`src/rtl/mem_pkg.sv`:
```
// Shared definitions for the byte-serialized memory path: access size encodings,
// serializer state enum and request decode helpers.
package mem_pkg;

    localparam logic [1:0] MEM_SIZE_B = 2'd0;
    localparam logic [1:0] MEM_SIZE_H = 2'd1;
    localparam logic [1:0] MEM_SIZE_W = 2'd2;
    localparam logic [1:0] MEM_SIZE_X = 2'd3;

    typedef enum logic [1:0] {
        ST_IDLE = 2'd0,
        ST_XFER = 2'd1,
        ST_DONE = 2'd2
    } mem_state_e;

    // Invalid size, or an access that is not naturally aligned.
    function automatic logic mem_req_bad(input logic [1:0] size, input logic [1:0] addr_lo);
        logic bad;
        case (size)
            MEM_SIZE_B: bad = 1'b0;
            MEM_SIZE_H: bad = addr_lo[0];
            MEM_SIZE_W: bad = (addr_lo != 2'b00);
            default:    bad = 1'b1;
        endcase
        return bad;
    endfunction

    function automatic logic [1:0] mem_last_idx(input logic [1:0] size);
        logic [1:0] last;
        case (size)
            MEM_SIZE_B: last = 2'd0;
            MEM_SIZE_H: last = 2'd1;
            default:    last = 2'd3;
        endcase
        return last;
    endfunction

endpackage

```
`src/rtl/load_extend.sv`:
```
// Sign/zero extension of raw little-endian load data to 32 bits; shared with the
// cache refill path.
module load_extend
    import mem_pkg::*;
(
    input  logic [31:0] raw,
    input  logic [1:0]  size,
    input  logic        is_unsigned,
    output logic [31:0] result
);

    // Select extension width from the access size.
    always_comb begin
        result = raw;
        case (size)
            MEM_SIZE_B: begin
                if (is_unsigned) begin
                    result = {24'h000000, raw[7:0]};
                end else begin
                    result = {{24{raw[7]}}, raw[7:0]};
                end
            end
            MEM_SIZE_H: begin
                if (is_unsigned) begin
                    result = {16'h0000, raw[15:0]};
                end else begin
                    result = {{16{raw[15]}}, raw[15:0]};
                end
            end
            default: result = raw;
        endcase
    end

endmodule

```
`src/rtl/mem_byte_serializer.sv`:
```
// Serializes one 32-bit load/store into 1, 2 or 4 byte-wide RAM accesses and returns
// a single response; all outputs come straight from flops.
module mem_byte_serializer
    import mem_pkg::*;
#(
    parameter  int SIZE       = 4096,
    localparam int ADDR_WIDTH = $clog2(SIZE)
) (
    input  logic                  clk,
    input  logic                  rst_n,
    input  logic                  req_valid,
    output logic                  req_ready,
    input  logic                  req_write,
    input  logic [31:0]           req_addr,
    input  logic [1:0]            req_size,
    input  logic                  req_unsigned,
    input  logic [31:0]           req_wdata,
    output logic                  resp_valid,
    output logic [31:0]           resp_rdata,
    output logic                  resp_err,
    output logic [ADDR_WIDTH-1:0] ram_addr,
    output logic [7:0]            ram_wdata,
    output logic                  ram_wenable,
    input  logic [7:0]            ram_rdata
);

    mem_state_e            state_r;
    logic [1:0]            idx_r;
    logic [1:0]            last_r;
    logic [ADDR_WIDTH-1:0] base_r;
    logic [31:0]           wdata_r;
    logic [31:0]           acc_r;
    logic                  write_r;
    logic                  uns_r;
    logic [1:0]            size_r;

    logic                  req_ready_r;
    logic                  resp_valid_r;
    logic [31:0]           resp_rdata_r;
    logic                  resp_err_r;
    logic [ADDR_WIDTH-1:0] ram_addr_r;
    logic [7:0]            ram_wdata_r;
    logic                  ram_wenable_r;

    logic [1:0]            idx_next_s;
    logic [ADDR_WIDTH-1:0] addr_next_s;
    logic [7:0]            wbyte_next_s;
    logic [31:0]           acc_next_s;
    logic [31:0]           ext_s;
    logic                  unused_addr_s;

    assign unused_addr_s = ^req_addr[31:ADDR_WIDTH];
    assign idx_next_s    = idx_r + 2'd1;
    assign addr_next_s   = base_r + ADDR_WIDTH'(idx_next_s);
    assign wbyte_next_s  = wdata_r[{idx_next_s, 3'b000} +: 8];

    // Merge the byte being read this cycle so the final byte reaches the response.
    always_comb begin
        acc_next_s = acc_r;
        if ((state_r == ST_XFER) && !write_r) begin
            acc_next_s[{idx_r, 3'b000} +: 8] = ram_rdata;
        end else begin
            acc_next_s = acc_r;
        end
    end

    load_extend u_load_extend (
        .raw         (acc_next_s),
        .size        (size_r),
        .is_unsigned (uns_r),
        .result      (ext_s)
    );

    // Request/transfer/response FSM; output registers are loaded one cycle ahead of use.
    always_ff @(posedge clk or negedge rst_n) begin
        if (!rst_n) begin
            state_r       <= ST_IDLE;
            idx_r         <= 2'd0;
            last_r        <= 2'd0;
            base_r        <= '0;
            wdata_r       <= 32'h0000_0000;
            acc_r         <= 32'h0000_0000;
            write_r       <= 1'b0;
            uns_r         <= 1'b0;
            size_r        <= MEM_SIZE_B;
            req_ready_r   <= 1'b1;
            resp_valid_r  <= 1'b0;
            resp_rdata_r  <= 32'h0000_0000;
            resp_err_r    <= 1'b0;
            ram_addr_r    <= '0;
            ram_wdata_r   <= 8'h00;
            ram_wenable_r <= 1'b0;
        end else begin
            case (state_r)
                ST_IDLE: begin
                    if (req_valid) begin
                        write_r     <= req_write;
                        base_r      <= req_addr[ADDR_WIDTH-1:0];
                        size_r      <= req_size;
                        uns_r       <= req_unsigned;
                        wdata_r     <= req_wdata;
                        idx_r       <= 2'd0;
                        last_r      <= mem_last_idx(req_size);
                        acc_r       <= 32'h0000_0000;
                        req_ready_r <= 1'b0;
                        if (mem_req_bad(req_size, req_addr[1:0])) begin
                            state_r      <= ST_DONE;
                            resp_valid_r <= 1'b1;
                            resp_err_r   <= 1'b1;
                            resp_rdata_r <= 32'h0000_0000;
                        end else begin
                            state_r       <= ST_XFER;
                            ram_addr_r    <= req_addr[ADDR_WIDTH-1:0];
                            ram_wenable_r <= req_write;
                            ram_wdata_r   <= req_write ? req_wdata[7:0] : 8'h00;
                        end
                    end else begin
                        req_ready_r <= 1'b1;
                    end
                end
                ST_XFER: begin
                    acc_r <= acc_next_s;
                    if (idx_r == last_r) begin
                        state_r       <= ST_DONE;
                        ram_addr_r    <= '0;
                        ram_wdata_r   <= 8'h00;
                        ram_wenable_r <= 1'b0;
                        resp_valid_r  <= 1'b1;
                        resp_err_r    <= 1'b0;
                        resp_rdata_r  <= write_r ? 32'h0000_0000 : ext_s;
                    end else begin
                        idx_r       <= idx_next_s;
                        ram_addr_r  <= addr_next_s;
                        ram_wdata_r <= write_r ? wbyte_next_s : 8'h00;
                    end
                end
                ST_DONE: begin
                    state_r      <= ST_IDLE;
                    req_ready_r  <= 1'b1;
                    resp_valid_r <= 1'b0;
                    resp_err_r   <= 1'b0;
                    resp_rdata_r <= 32'h0000_0000;
                end
                default: begin
                    state_r       <= ST_IDLE;
                    req_ready_r   <= 1'b1;
                    resp_valid_r  <= 1'b0;
                    resp_err_r    <= 1'b0;
                    resp_rdata_r  <= 32'h0000_0000;
                    ram_addr_r    <= '0;
                    ram_wdata_r   <= 8'h00;
                    ram_wenable_r <= 1'b0;
                end
            endcase
        end
    end

    assign req_ready   = req_ready_r;
    assign resp_valid  = resp_valid_r;
    assign resp_rdata  = resp_rdata_r;
    assign resp_err    = resp_err_r;
    assign ram_addr    = ram_addr_r;
    assign ram_wdata   = ram_wdata_r;
    assign ram_wenable = ram_wenable_r;

endmodule

```
`config.mk`:
```
export PLATFORM = sky130hd
export DESIGN_NAME = mem_byte_serializer
export DESIGN_NICKNAME = d
export VERILOG_FILES = /design/src/rtl/mem_pkg.sv /design/src/rtl/load_extend.sv /design/src/rtl/mem_byte_serializer.sv
export SDC_FILE = /design/constraint.sdc
export NUM_CORES = 1
export LEC_CHECK = 0
export BUFFER_PORTS_ARGS = -buffer_cell sky130_fd_sc_hd__buf_2
export CAP_MARGIN = 10
export CORE_UTILIZATION = 30
export DETAILED_ROUTE_END_ITERATION = 12
export GPL_ROUTABILITY_DRIVEN = 0
export PLACE_DENSITY = 0.45
export SYNTH_ARGS = -nofsm -noshare
export SYNTH_HDL_FRONTEND = slang
export SYNTH_HIERARCHICAL = 1
export SYNTH_SLANG_ARGS = --single-unit
export TNS_END_PERCENT = 10
```
`constraint.sdc`:
```
create_clock -name clk -period 6.2 [get_ports clk]
set_input_delay 1.24 -clock clk [delete_from_list [all_inputs] [get_ports clk]]
set_output_delay 1.24 -clock clk [all_outputs]
set_load 0.05 [all_outputs]
```
After elaboration in Yosys (flattened, before gate mapping)
Index checks and enable logic that the tools add are counted.
{ "op_classes": {"add_sub_neg": 3, "eq_ne": 11, "n_shift": 3, "n_mux": 44, "n_bitwise": 1, "reduce_logical": 14} }
{ "op_table": {"columns": ["op", "count"], "rows": [
  ["two-way mux 32 bit", 8],
  ["case mux 32 bit (2 select lines)", 3],
  ["two-way mux 8 bit", 5],
  ["two-way mux 12 bit", 3],
  ["case mux 12 bit (3 select lines)", 1],
  ["bitwise mux 32 bit", 1],
  ["variable shift 8 x 7 -> 32 bit, first input constant", 1],
  ["indexed part select 32 x 6 -> 8 bit", 1],
  ["indexed part select 8 x 7 -> 32 bit", 1],
  ["case mux 8 bit (3 select lines)", 1],
  ["adder 12 x 2 -> 12 bit", 1],
  ["case mux 2 bit (2 select lines)", 3],
  ["two-way mux 2 bit", 5],
  ["two-way mux 1 bit", 9],
  ["AND reduction 3 bit", 3],
  ["!= test 2 bit, second input constant", 4],
  ["negation 5 -> 7 bit", 1],
  ["== test 2 x 1 -> 1 bit, second input constant", 3],
  ["zero test 2 bit", 3],
  ["case mux 1 bit (2 select lines)", 3],
  ["case mux 1 bit (3 select lines)", 2],
  ["AND reduction 2 bit", 3],
  ["== test 2 bit, second input constant", 2],
  ["AND reduction 4 bit", 1],
  ["other kinds (7)", 8]
]} }
{ "word_totals": {"reg_bits": 142, "input_bits": 79, "out_inout_bits": 56, "elab_cells": 92} }

Depth between registers and ports, before layout
{ "logic_depth": {"word_depth": 9, "mapped_depth": 13, "depth_no_buf": 10} }

Modules after synthesis
The synthesis kept the hierarchy.
{ "by_module_without_submodules": {"columns": ["module", "instances", "cells_each", "area_per_inst_um2", "seq_area_each_um2"], "rows": [
  ["mem_byte_serializer", 1, 665, 6708.9, 3554.7],
  ["load_extend", 1, 67, 355.3, 0.0]
]} }

Least setup slack after synthesis
OpenSTA, ideal clock, no wires.
{ "synth_timing": {"path_kind": "register -> register", "from": "reg idx_r[0]", "to": "reg resp_rdata_r[13], in the netlist resp_rdata[13]", "setup_time_ns": 0.079, "arrival_time_ns": 2.674, "required_time_ns": 6.121, "slack_ns": 3.447, "stages_incl_launch_ff": 14, "n_path_buf": 3, "period_less_slack_ns": 2.753, "cell_sequence": "dfrtp_1 > inv_1 > ha_1 > buf_2 > inv_1 > and3_1 > clkbuf_1 > nand2_1 > o21ai_0 > or4b_4 > buf_6 > nand2_1 > nand2_1 > mux2i_1"} }
{ "synth_via": {"elab_chain_cells": 9, "elab_cells_between_ends": 14, "classes_between": "add/sub: 1; eq/ne: 2; shift: 2; mux: 8; reduce/logical: 1"} }
{ "synth_lines": {"columns": ["item", "line", "text"], "rows": [
  ["start: declaration", "mem_byte_serializer.sv:28", "logic [1:0] idx_r;"],
  ["start signal: assignment", "mem_byte_serializer.sv:132", "idx_r <= idx_next_s;"],
  ["negation 5 -> 7 bit (*)", "mem_byte_serializer.sv:61", "acc_next_s[{idx_r, 3'b000} +: 8] = ram_rdata;"],
  ["indexed part select 8 x 7 -> 32 bit or variable shift 8 x 7 -> 32 bit (tied branches)", "mem_byte_serializer.sv:61", null],
  ["bitwise mux 32 bit (*)", "mem_byte_serializer.sv:61", null],
  ["two-way mux 32 bit (*)", "mem_byte_serializer.sv:60", "if ((state_r == ST_XFER) && !write_r) begin"],
  ["net acc_next_s[7]", "mem_byte_serializer.sv:48", "logic [31:0] acc_next_s;"],
  ["two-way mux 32 bit (*)", "load_extend.sv:17", "if (is_unsigned) begin"],
  ["case mux 32 bit (2 select lines) (*)", "load_extend.sv:15", "case (size)"],
  ["net ext_s[13]", "mem_byte_serializer.sv:49", "logic [31:0] ext_s;"],
  ["two-way mux 32 bit (*)", "mem_byte_serializer.sv:130", "resp_rdata_r <= write_r ? 32'h0000_0000 : ext_s;"],
  ["two-way mux 32 bit (*)", "mem_byte_serializer.sv:123", "if (idx_r == last_r) begin"],
  ["case mux 32 bit (2 select lines) (*)", "mem_byte_serializer.sv:94", "case (state_r)"],
  ["end signal: assignment", "mem_byte_serializer.sv:130", null],
  ["end: declaration", "mem_byte_serializer.sv:39", "logic [31:0] resp_rdata_r;"]
]} }
Mark *: on every way through the listed nets, which the timed path passes. The rest lies on a longest branch. The select of a mux whose other input is x is not followed.
A chain may end at the register's enable or synchronous reset.

Final worst setup path
{ "layout_timing": {"from": "reg idx_r[0]", "to": "reg resp_rdata_r[19], in the netlist resp_rdata[19]"} }
{ "layout_via": {"elab_chain_cells": 9, "elab_cells_between_ends": 14, "classes_between": "add/sub: 1; eq/ne: 2; shift: 2; mux: 8; reduce/logical: 1"} }
{ "layout_lines": {"columns": ["item", "line", "text"], "rows": [
  ["negation 5 -> 7 bit (*)", "mem_byte_serializer.sv:61", null],
  ["indexed part select 8 x 7 -> 32 bit or variable shift 8 x 7 -> 32 bit (tied branches)", "mem_byte_serializer.sv:61", null],
  ["bitwise mux 32 bit (*)", "mem_byte_serializer.sv:61", null],
  ["two-way mux 32 bit (*)", "mem_byte_serializer.sv:60", null],
  ["net acc_next_s[15]", "mem_byte_serializer.sv:48", null],
  ["two-way mux 32 bit (*)", "load_extend.sv:24", "if (is_unsigned) begin"],
  ["case mux 32 bit (2 select lines) (*)", "load_extend.sv:15", null],
  ["net ext_s[19]", "mem_byte_serializer.sv:49", null],
  ["two-way mux 32 bit (*)", "mem_byte_serializer.sv:130", null],
  ["two-way mux 32 bit (*)", "mem_byte_serializer.sv:123", null],
  ["case mux 32 bit (2 select lines) (*)", "mem_byte_serializer.sv:94", null]
]} }
Marked as above.

==> results.md <==
- Run status: finished, final reports clean
- Core Util, Final: 36.7%
- Post-DP Area: 0.00773 sq mm
- Clock root buffer: clkbuf_16
- Total GRT Usage: about 17%
- Clk pin slew, worst setup/hold paths: roughly 0.060 ns
- Synth unique cells: 55
- Hold path depth: 2
- Area of the mapped netlist: 0.00706 sq mm
- # setup viols final: 0
- Die ar.: ~0.024 sq mm
- Vias: approximately 5.3k
- CTS H-tree depth: 4
- Kind of critical path: reg2reg
- Post-synth EDFFs: 0
- Initial antenna violation count: 2
- Post-cts sizing count: 0
- DRC: 0
- CTS tree: built
- Synth Instances: ~730
- Final slew viol count: 0
- Placement Setup Slack: 1.93 ns
- DR WL/cell: 16.5 um
- Ys flop type: dfrtp_1
- FF+latch count, synth: around 140
- HP Class: reg2reg
- Inst Count DP: around 1.1k
- Die width: 155 um
- PD cells: 477 mW/mm^2
- Clk sinks: around 140
- Final setup margin: a little over 2 ns
- Dpl hpwl: 12.0 mm
- Critical path endpoint category: flop
- Hold Crit Start: wdata_r[31]
- Reg2Reg Depth: 10
- Core Region: 0.0228 sq mm
- Period minus WS final: 4.18 ns
- Pwr Total: 4.00 mW
- Starting Density: about 30%
- CTS Buffer Depth: 2
- Worst slew pin tran: 1.04 ns
- GRT overflow: 0
- Total CTS buffers: 17
- Seq/Total Area, Yosys: 50.3%
- Synth top area share: 49.9%
- Async SR Flop Fraction: 100%
- Syn_nets: around 800
- Worst r2r src: idx_r[0]
- Post-route setup TNS: 0 ns
- Startpoint types: flop
- Fin crit share: 67.5%
- Area grow syn2layout: 18.7%
- YS warnings: 6
- Worst R2R End: resp_rdata[19]
- Final Hold Fails: 0
- Fraction of layout cells with a size suffix above 1: 21.0%
- R2r setup slk: 2.02 ns
- Initial DRC count: 338
- Vias in the first global route: 5,469
- Post-synth top area cell: dfrtp_1
- Crit path from: idx_r[0]
- WL final: between 15 and 20 mm
- Worst vdd ir: 0.283 mV
- Most frequent cell after synthesis: nand2_1
- Critical path arrival: 4.53 ns
- CTS Hold Buffers Added: 0
- First-pass GRT wire length: ~30 mm
- # IOs: 135
- Most area-consuming cells after synthesis: dfrtp_1 50%, nand2_1 13%, a22o_1 6.6%, mux2i_1 5.4%, o21ai_0 3.0%
- Final net count: 895
- Hold Slack: between 0.4 and 0.5 ns
- Commonest cells post-synth: 237 x nand2_1, 141 x dfrtp_1, 53 x a22o_1
- ANT nets after route: 0
- Vias per Instance: 4.70
- MaxCap Viol Count: 0
- Die Ht: 155 um
- Final Skew: 0.0118 ns
- Peak Freq: about 0.24 GHz
- Largest net degree at the start of global routing: 93
- Rel. slew slack: 30.8%
- Row count: 55
- Post-route cell area: 0.00838 sq mm
- RSZ-0062 raised after global routing: false
- Non-Filler Instances: 1,135
- Fill cells: ~2.4k
- Input/output buffers: 114
- Leak: between 4 and 5 nW
- Postcts setup bufs: 0
- Crit Path Max Fanout: 16
- Clk Latency, worst-skew pair: 0.42 ns
- Syn Area/Cell: a little under 10 sq um
- DRT Pass-1 Iters: 4
- Worst path required time: about 6.6 ns
- Min-Delay Endpoint: wdata_r[31]
-- critical path, stage by stage (launching register included) --
cell     delay [ns]
dfrtp_1        0.90
inv_1          0.35
ha_1           0.76
inv_1          0.27
nor3_1         0.47
and2b_1        0.47
a22o_1         0.23
mux2i_2        0.20
o21ai_0        0.26
nand2_1        0.08
mux2i_1        0.13
-- layout make-up --
class                      instances  area, sq um  area share (%)
clock inverter                    12          206            2.46
inverter                          42          158            1.88
clock buffer                      20          447            5.33
timing repair buffer             118          607            7.24
antenna                            1         2.50          0.0299
multi-input combinational        487         3020            36.0
sequential                       142         3550            42.4
tap                              313          392            4.67
-- layer usage --
metal | part of all wire, % | GRT usage, % | vias to the layer above | routed length, um
li1 | - | - | 2632 | -
met1 | 49 | 23.3 | 2553 | 9250
met2 | 44 | 25.2 | 138 | 8220
met3 | 5.7 | 4.15 | 15 | 1070
met4 | 0.94 | 4.11 | 2 | 176
met5 | 0.053 | 0 | - | 10
-- state kept, by name (all words and copies together) (netlist names) --
name,flops
acc_r,32
resp_rdata,32
wdata_r,32
base_r,12
ram_addr,12
ram_wdata,8
idx_r,2
last_r,2
size_r,2
state_r,2
ram_wenable,1
req_ready,1
resp_err,1
resp_valid,1
uns_r,1
write_r,1
-- worst max-delay path by stage --
stage / slack, ns / cells after the start / end
after floorplan: 3.45 / 13 / resp_rdata[13]
after global placement: 1.99 / 10 / resp_rdata[24]
after detailed placement: 1.93 / 10 / resp_rdata[19]
after CTS: 1.92 / 10 / resp_rdata[18]
after global routing: 1.43 / 10 / resp_rdata[16]
final: 2.02 / 10 / resp_rdata[19]
-- cells by family (layout without fill, tap and decap cells) --
group,Yosys count,after routing,share of synthesized area [%]
compound gates,136,136,14.4
xor+xnor,10,10,1.24
fa+ha+maj,8,8,1.52
buf+inv,103,192,7.12
flops,142,142,50.3
mux,47,47,8.13
other cells,0,1,0
simple gates,286,286,17.3
-- power breakdown --
part	leakage (nW)	internal, mW	switching (mW)	total, mW
logic	1.98	0.491	0.931	1.42
clock network	0.316	0.731	0.426	1.16
registers	1.87	1.18	0.240	1.42
total	4.17	2.40	1.60	4.00
-- layout by cell type (no fill, tap or decap), drive strengths merged, types with 2 or more instances in the layout --
cell type	netlist	layout
and3	14	14
nor3	4	4
ha	7	7
nor2b	3	3
xor2	3	3
nand4	2	2
and2b	2	2
or4	2	2
nand3	5	5
o21bai	2	2
dfrtp	141	141
a221o	12	12
buf	42	118
bufinv	0	5
or2	2	2
nand2b	2	2
or4b	2	2
clkinv	0	2
o31ai	2	2
xnor2	7	7
nor2	4	4
a22o	53	53
mux2i	39	39
a211o	2	2
nor3b	2	2
inv	42	46
nand2	237	237
nor4	2	2
mux4	8	8
clkbuf	19	20
o22ai	6	6
o21ai	43	43
a21oi	11	11
(Power assumes the default switching activity.)
